$ cat src/rtl/s2vfish_pkg.sv
// Shared types and helpers for the cipher fabric: bridge FSM states, block/word
// geometry and the big-endian word ordering used on the PIO side.
package s2vfish_pkg;

  localparam int BLOCK_W = 128;
  localparam int WORD_W  = 32;

  localparam logic ENDE_ENC = 1'b1;
  localparam logic ENDE_DEC = 1'b0;

  typedef enum logic [1:0] {IDLE, LAUNCH, WAIT, DONE} bridge_state_t;

  typedef logic [WORD_W-1:0]  word_t;
  typedef logic [BLOCK_W-1:0] block_t;

  // word0 is the most significant word of the 128-bit value
  function automatic block_t pack4(input word_t w0, input word_t w1,
                                   input word_t w2, input word_t w3);
    return {w0, w1, w2, w3};
  endfunction

  function automatic word_t unpack4(input block_t b, input logic [1:0] idx);
    word_t w;
    case (idx)
      2'd0:    w = b[127:96];
      2'd1:    w = b[95:64];
      2'd2:    w = b[63:32];
      default: w = b[31:0];
    endcase
    return w;
  endfunction

endpackage

$ cat src/rtl/pio_rise_detect.sv
// Rising-edge detector for a software PIO level. The delayed copy resets high so
// a level already asserted across reset is not seen as a fresh edge.
module pio_rise_detect (
  input  logic clk,
  input  logic rst_n,
  input  logic level,
  output logic rise
);

  logic level_d;

  always_ff @(posedge clk) begin
    if (!rst_n) level_d <= 1'b1;
    else        level_d <= level;
  end

  assign rise = level & ~level_d;

endmodule

$ cat src/rtl/cipher_pio_bridge.sv
// Fabric endpoint between the soft-core PIOs and the cipher core: latches the
// operands on a start edge, pulses the core, and holds the result for software.
module cipher_pio_bridge #(
  parameter int WORD_W  = 32,
  parameter int TIMEOUT = 4096
) (
  input  logic                clk_clk,
  input  logic                reset_reset_n,
  input  logic                soft_reset,
  input  logic                start,
  input  logic                ende,
  input  logic [WORD_W-1:0]   key0,
  input  logic [WORD_W-1:0]   key1,
  input  logic [WORD_W-1:0]   key2,
  input  logic [WORD_W-1:0]   key3,
  input  logic [WORD_W-1:0]   block0,
  input  logic [WORD_W-1:0]   block1,
  input  logic [WORD_W-1:0]   block2,
  input  logic [WORD_W-1:0]   block3,
  output logic                busy,
  output logic                err,
  output logic [WORD_W-1:0]   out0,
  output logic [WORD_W-1:0]   out1,
  output logic [WORD_W-1:0]   out2,
  output logic [WORD_W-1:0]   out3,
  output logic                core_start,
  output logic                core_ende,
  output logic [4*WORD_W-1:0] core_key,
  output logic [4*WORD_W-1:0] core_block,
  input  logic                core_done,
  input  logic [4*WORD_W-1:0] core_result
);

  import s2vfish_pkg::*;

  localparam int CNT_W = (TIMEOUT > 1) ? $clog2(TIMEOUT) : 1;

  bridge_state_t       state, state_nx;
  logic                rst_n;
  logic                rise;
  logic                timeout_hit;
  logic [CNT_W-1:0]    cnt;
  logic [4*WORD_W-1:0] res;

  // Hardware and software resets are indistinguishable to the bridge
  assign rst_n = reset_reset_n & ~soft_reset;

  pio_rise_detect u_start_rise (
    .clk   (clk_clk),
    .rst_n (rst_n),
    .level (start),
    .rise  (rise)
  );

  assign timeout_hit = (TIMEOUT != 0) && (cnt == CNT_W'(TIMEOUT - 1));

  always_ff @(posedge clk_clk) begin
    if (!rst_n) state <= IDLE;
    else        state <= state_nx;
  end

  always_comb begin
    state_nx = state;
    case (state)
      IDLE:    if (rise) state_nx = LAUNCH;
      LAUNCH:  state_nx = WAIT;
      WAIT:    if (core_done || timeout_hit) state_nx = DONE;
      DONE:    if (!start) state_nx = IDLE;
      default: state_nx = IDLE;
    endcase
  end

  always_comb begin
    core_start = 1'b0;
    if (state == LAUNCH) core_start = 1'b1;
  end

  // Operands are captured only on a launch, so PIO traffic mid-operation
  // never reaches the core.
  always_ff @(posedge clk_clk) begin
    if (!rst_n) begin
      busy       <= 1'b0;
      err        <= 1'b0;
      core_ende  <= 1'b0;
      core_key   <= '0;
      core_block <= '0;
      res        <= '0;
      cnt        <= '0;
    end else begin
      case (state)
        IDLE: if (rise) begin
          core_key   <= pack4(key0, key1, key2, key3);
          core_block <= pack4(block0, block1, block2, block3);
          core_ende  <= ende;
          busy       <= 1'b1;
          err        <= 1'b0;
        end
        LAUNCH: cnt <= '0;
        WAIT: begin
          cnt <= cnt + 1'b1;
          // done beats a timeout landing on the same cycle
          if (core_done) begin
            res  <= core_result;
            busy <= 1'b0;
          end else if (timeout_hit) begin
            res  <= '0;
            err  <= 1'b1;
            busy <= 1'b0;
          end
        end
        default: ;
      endcase
    end
  end

  assign out0 = unpack4(res, 2'd0);
  assign out1 = unpack4(res, 2'd1);
  assign out2 = unpack4(res, 2'd2);
  assign out3 = unpack4(res, 2'd3);

endmodule

$ cat config.mk
export PLATFORM = sky130hd
export DESIGN_NAME = cipher_pio_bridge
export DESIGN_NICKNAME = d
export VERILOG_FILES = /design/src/rtl/s2vfish_pkg.sv /design/src/rtl/pio_rise_detect.sv /design/src/rtl/cipher_pio_bridge.sv
export SDC_FILE = /design/constraint.sdc
export NUM_CORES = 1
export LEC_CHECK = 0
export ABC_CLOCK_PERIOD_IN_PS = 2100
export CAP_MARGIN = 10
export CORE_AREA = 2 2 307 309
export CTS_CLUSTER_SIZE = 14
export DETAILED_ROUTE_END_ITERATION = 16
export DIE_AREA = 0 0 309 311
export PLACE_DENSITY = 0.45
export SYNTH_ARGS = -nofsm -noshare
export SYNTH_HDL_FRONTEND = slang
export SYNTH_SLANG_ARGS = --single-unit
export TNS_END_PERCENT = 20
$ cat constraint.sdc
create_clock -name clk_clk -period 2.1 [get_ports clk_clk]
set_input_delay 0.315 -clock clk_clk [delete_from_list [all_inputs] [get_ports clk_clk]]
set_output_delay 0.315 -clock clk_clk [all_outputs]
set_load 0.01 [all_outputs]
==> run metrics, run 1 <==
status finished, final reports clean; PwrDens approximately 720 mW/mm²; Worst-Margin Slew 512.1 ps; Critical Path RT about 1800 ps; slew margin rel. 65.56%; Final GP Congestion 0.7827; # setup viols final 0; Slew Limit Fails 0; I/O pin total 778; GR Layer Usage met1 13.54%; Final Power roughly 18 mW; most frequent cell after synthesis nand2_1; PostCTS Resize Cnt 3; total wire length 65,600 µm; Synth-to-Final Area Change 82.51%; worst reg2reg endpoint core_key[68]$_SDFFE_PN0P_; worst stage delay on the critical path 750 ps; Die W 309 µm; Post-synth top cells nand2_1 (520), dfxtp_1 (402), a21oi_1 (260); GR Overflow Total 0; depth of the most critical reg-to-reg path 7; Avg Inst Size Synth 9.074 µm²; Worst Setup End Kind primary output; RSZ-0062 raised after global routing no; setup TNS 0 ps; vias in the first global route 13,460; # Post-CTS Setup Buffers 0; num rows between 100 and 150; TritonCTS clock tree done; largest net degree at the start of global routing between 40 and 50; dominant synthesized flop cell dfxtp_1; WL per Instance 18.36 µm; top cell type's share of synthesized area 59.29%; Placement Cell Area ~0.023 mm²; crit path launch type flop; Inserted Clock Buffers 52; nets 2,670; initial core utilization ~15%; Seq/Total Area, Yosys 59.29%; flops & latches, synth 402; fill count 10,021; GRT Util Overall 13.00%; Mapped Area 0.01357 mm²; DP Cell Count 3,474; Most Used Layer, Global Route met2; Buf+Inv Stages, Crit Path 1; final hold vios 0; fin crit share slightly below 100%; worst min-delay path startpoint block0[31]; input/output buffers 777; Worst Hold Class input pin to flop; drt first-iter violations 578; Slowest cell on crit path clkdlybuf4s50_1; Worst-Skew Late Latency 640 ps; global-route wire length before repair roughly 93,000 µm; Levels on crit path 1; minimum clock period 2024 ps; setup ws final between 70 and 80 ps; skew final between 30 and 40 ps; clock-pin slew on the worst setup and hold paths 60 ps; critical path class flop to primary output; Via density 3.748; f_max 494.0 MHz; WHS 215.9 ps; Die H 311 µm; Ys Warns 0; Yosys top cell by area dfxtp_1; GR Layer Usage met3 5.932%; hold depth 3; initial antenna violation count 14; DRT Pass-1 Iters 4; flop2flop setup slack between 200 and 300 ps; hold buffers post-CTS 0; synth top area cells dfxtp_1 (59%), nand2_1 (14%), a21oi_1 (9.6%), a22o_1 (8.3%), clkbuf_1 (1.9%); worst endpoint data arrival time 1710 ps; Worst Setup SP res[84]$_SDFFE_PN0P_; Vias 13,390; CP top delay family buffers and inverters; number of synthesized flops with an enable pin 0; CP max FO 2; Post-route DRC 0; Synth cell types 36; Max VDD drop 708.3 µV; Core Region 0.09277 mm²; clk root buf clkbuf_16; Bufs on Longest Clock Path 3; layout cells sized above 1 6.407%; Async SR Flop Fraction 0%; Final Util 26.70%; design area about 0.025 mm²; worst slack, placed about 110 ps; crit path capture out1[20]; clock sinks 402; Reg-to-Reg Start state[0]$_SDFFE_PN0P_; Die Footprint 0.09610 mm²; Mapped Cells between 1,000 and 1,500; Max-Cap Viols 0; CP cell instances clkdlybuf4s50_1; Layout Cells excl Fill ~3,600; dpl hpwl approximately 50,000 µm; Static Leak 8.322 nW; post-route ant nets 0; H-tree depth 2; grt met2 use 22.44%; Mapped Nets 1,892
-- kinds of logic (layout without fill, tap and decap cells) --
group                      after synthesis  in the layout  synth area share (%)
AOI/OAI and AO/OA                      401            401                 18.70
xor gates and xnor gates                 9              9                0.5807
adders and majority gates                6              6                0.5530
buffers and inverters                  123            937                 4.941
DFF                                    402            402                 59.29
muxes                                    2              2                0.1475
other                                    0              9                     0
and+or+nand+nor                        553            553                 15.79
-- layout make-up --
cell class | count | area, µm² | share of cell area, %
Clock buffer | 76 | 1471 | 5.939
Timing Repair Buffer | 840 | 8534 | 34.45
Clock inverter | 14 | 216.5 | 0.8737
Antenna cell | 9 | 22.52 | 0.09091
Sequential cell | 402 | 8048 | 32.48
Multi-Input combinational cell | 971 | 4886 | 19.72
Inverter | 7 | 26.28 | 0.1061
Tap cell | 1254 | 1569 | 6.333
-- worst min-delay path by stage --
stage	slack, ps	to
final	220	core_block[127]$_SDFFE_PN0P_
after global routing	180	core_block[127]$_SDFFE_PN0P_
after CTS	160	core_key[34]$_SDFFE_PN0P_
after detailed placement	440	core_key[42]$_SDFFE_PN0P_
after global placement	440	core_key[70]$_SDFFE_PN0P_
after floorplan	420	u_start_rise.level_d$_SDFF_PN1_
-- metal layers --
metal  wire length, µm  vias up
met5                71        -
met4              2506       12
met3              6988      107
met2             31880      538
met1             24160     6144
li1                  -     6589
-- layout by cell type, fill, tap and decap left out, drive strengths merged, types with 5 or more instances in the layout --
cell type,instances
clkdlybuf4s50,774
diode,9
nor2,10
a22o,128
nand2,520
dfxtp,402
inv,10
a21oi,260
clkinv,6
clkbuf,76
nand4,5
ha,6
o21ai,5
buf,63
xnor2,5
-- registers in the layout, summed over array words and instances, names as in the netlist --
register and flops:
busy 1, cnt 12, core_block 128, core_ende 1, core_key 128, err 1, res 128, state 2
u_start_rise.level_d 1
-- worst register-to-register path, cell delays in order (launching register included) --
cell and delay [ps]:
dfxtp_1 340, inv_1 130, ha_1 300, and3_4 270, buf_12 230, buf_12 270, nand2_1 80, a21oi_1 120
-- power by group --
part           switching [mW]  total, mW  leakage, nW  internal [mW]
Sequential             0.0225       7.69         3.24           7.67
Combinational           0.476       1.31         4.27          0.838
Clock                    3.70       8.94        0.815           5.24
Total                    4.20       18.0         8.32           13.8
Power figures use the tool's default switching activity.
==> run 2, diff against run 1 <==
Settings changed: CTS_CLUSTER_DIAMETER set to 50.
==> run metrics, run 2 (synthesis results as in run 1) <==
initial antenna violation count 12 (was 14); depth of the most critical reg-to-reg path 7 (unchanged); Final Util 27.64% (was 26.70%); Int Pwr 16.33 mW (was 13.75 mW); fin crit share 95.47% (was 96.40%); Max-Cap Viols 0 (unchanged); crit path launch type flop (unchanged); RSZ-0062 raised after global routing no (unchanged); Worst-Margin Slew 544.3 ps (was 512.1 ps); biggest regs core_block x128, core_key x128, res x128 (unchanged); minimum clock period 2005 ps (was 2024 ps); switch share 23.70% (was 23.39%); initial core utilization 14.63% (unchanged); hold depth 3 (unchanged); Slew Limit Fails 0 (unchanged); setup ws final 95.13 ps (was 75.57 ps); Final GP Congestion 0.7827 (unchanged); most common cell after layout, fill and taps aside clkdlybuf4s50_1 (unchanged); CP cell instances clkdlybuf4s50_1 (unchanged); WL per Instance 18.22 µm (was 18.36 µm); DP Cell Count 3,474 (unchanged); # setup viols final 0 (unchanged); Max VDD drop 585.0 µV (was 708.3 µV); Levels on crit path 1 (unchanged); Switch Pwr 5.073 mW (was 4.199 mW); fill count 9,955 (was 10,021); clock-pin slew on the worst setup and hold paths 60 ps (about the same); Die H 311 µm (unchanged); Inserted Clock Buffers 72 (was 52); DRT Pass-1 Iters 4 (unchanged); most frequent cells in the layout clkdlybuf4s50_1 (774), nand2_1 (520), dfxtp_1 (402) (unchanged); hold buffers post-CTS 0 (unchanged); clock sinks 402 (unchanged); total wire length 65,880 µm (was 65,600 µm); Slowest cell on crit path clkdlybuf4s50_1 (unchanged); num rows 112 (unchanged); Placement Cell Area 0.02307 mm² (unchanged); setup TNS 0 ps (unchanged); Worst Setup End Kind primary output (unchanged); skew final 26.85 ps (was 35.76 ps); PwrDens 834.7 mW/mm² (was 724.7 mW/mm²); Worst Hold Class input pin to flop (unchanged); CP top delay family buffers and inverters (unchanged); worst stage delay on the critical path 750 ps (about the same); layout cells sized above 1 8.539% (was 6.407%); GR Overflow Total 0 (unchanged); Core Region 0.09277 mm² (unchanged); register area 0.008048 mm² (unchanged); input/output buffers 777 (unchanged); Synth-to-Final Area Change 88.89% (was 82.51%); Bufs on Longest Clock Path 3 (unchanged); H-tree depth 3 (was 2); worst slack, placed 105.6 ps (unchanged); sequential power share 36.0% (was 42.9%); # Post-CTS Setup Buffers 0 (unchanged); Clock power frac 57.9% (was 49.8%); Post-route DRC 0 (unchanged); GRT Util Overall 13.12% (was 13.00%); Die W 309 µm (unchanged); critical path class flop to primary output (unchanged); largest net degree at the start of global routing 49 (unchanged); Gate power share 6.1% (was 7.3%); Vias 13,587 (was 13,390); dpl hpwl 50,170 µm (unchanged); vias in the first global route 13,735 (was 13,460); final hold vios 0 (unchanged); TritonCTS clock tree done (unchanged); CP max FO 2 (unchanged); clk root buf clkbuf_16 (unchanged); post-route ant nets 0 (unchanged); worst endpoint data arrival time 1690 ps (was 1710 ps); Layout Cells excl Fill 3,615 (was 3,573); global-route wire length before repair 93,620 µm (was 92,940 µm); Static Leak 8.738 nW (was 8.322 nW); Worst-Skew Late Latency 620 ps (was 640 ps); Critical Path RT 1780 ps (about the same); Buf+Inv Stages, Crit Path 1 (unchanged); slew margin rel. 63.39% (was 65.56%); drt first-iter violations 575 (was 578); design area 0.02564 mm² (was 0.02477 mm²); area of the multi-input gates 0.004886 mm² (unchanged); status finished, final reports clean (unchanged); I/O pin total 778 (unchanged); Die Footprint 0.09610 mm² (unchanged); f_max 498.8 MHz (was 494.0 MHz); Via density 3.759 (was 3.748); nets 2,690 (was 2,670)
run 2: layer usage:
metal | wire [µm] | global-route usage (%)
met5 | 79 | 0
met4 | 2861 | 6.586
met3 | 6813 | 5.796
met2 | 31820 | 22.34
met1 | 24300 | 13.63
run 2: area by class of cell:
type	count	area share, %
Antenna cell	7	0.06832
Clock buffer	87	7.647
Clock inverter	47	2.337
Inverter	7	0.1025
Multi-Input combinational cell	971	19.06
Sequential cell	402	31.39
Tap cell	1254	6.119
Timing Repair Buffer	840	33.28
run 2: through the flow:
| stage | total power, mW | hold slack, ps |
|---|---|---|
| after floorplan | 8.169 | 416.5 |
| after global placement | 9.192 | 441.2 |
| after detailed placement | 9.190 | 443.4 |
| after CTS | 21.82 | 159.3 |
| after global routing | 22.19 | 203.4 |
| final | 21.40 | 237.1 |
run 2: final timing paths:
path | from | to | slack (ps)
worst max-delay path | res[84]$_SDFFE_PN0P_ | out1[20] | 100
worst min-delay path | key0[8] | core_key[104]$_SDFFE_PN0P_ | 240
worst max register to register | state[0]$_SDFFE_PN0P_ | core_key[6]$_SDFFE_PN0P_ | 250
worst min register to register | core_block[28]$_SDFFE_PN0P_ | core_block[28]$_SDFFE_PN0P_ | 450
run 2: what timing repair did:
action                                  in CTS  in global routing
gates resized for setup                      3                  0
endpoints found under the hold margin        0                  0
endpoints found under the setup margin       3                  0
run 2: power groups by stage:
stage	Clock (mW)	Combinational, mW	Sequential [mW]
6_report	12.4	1.31	7.70
5_1_grt	13.1	1.41	7.70
4_1_cts	12.8	1.34	7.70
3_3_place_gp	0	1.33	7.86
2_1_floorplan	0	0.291	7.88
3_5_place_dp	0	1.33	7.86
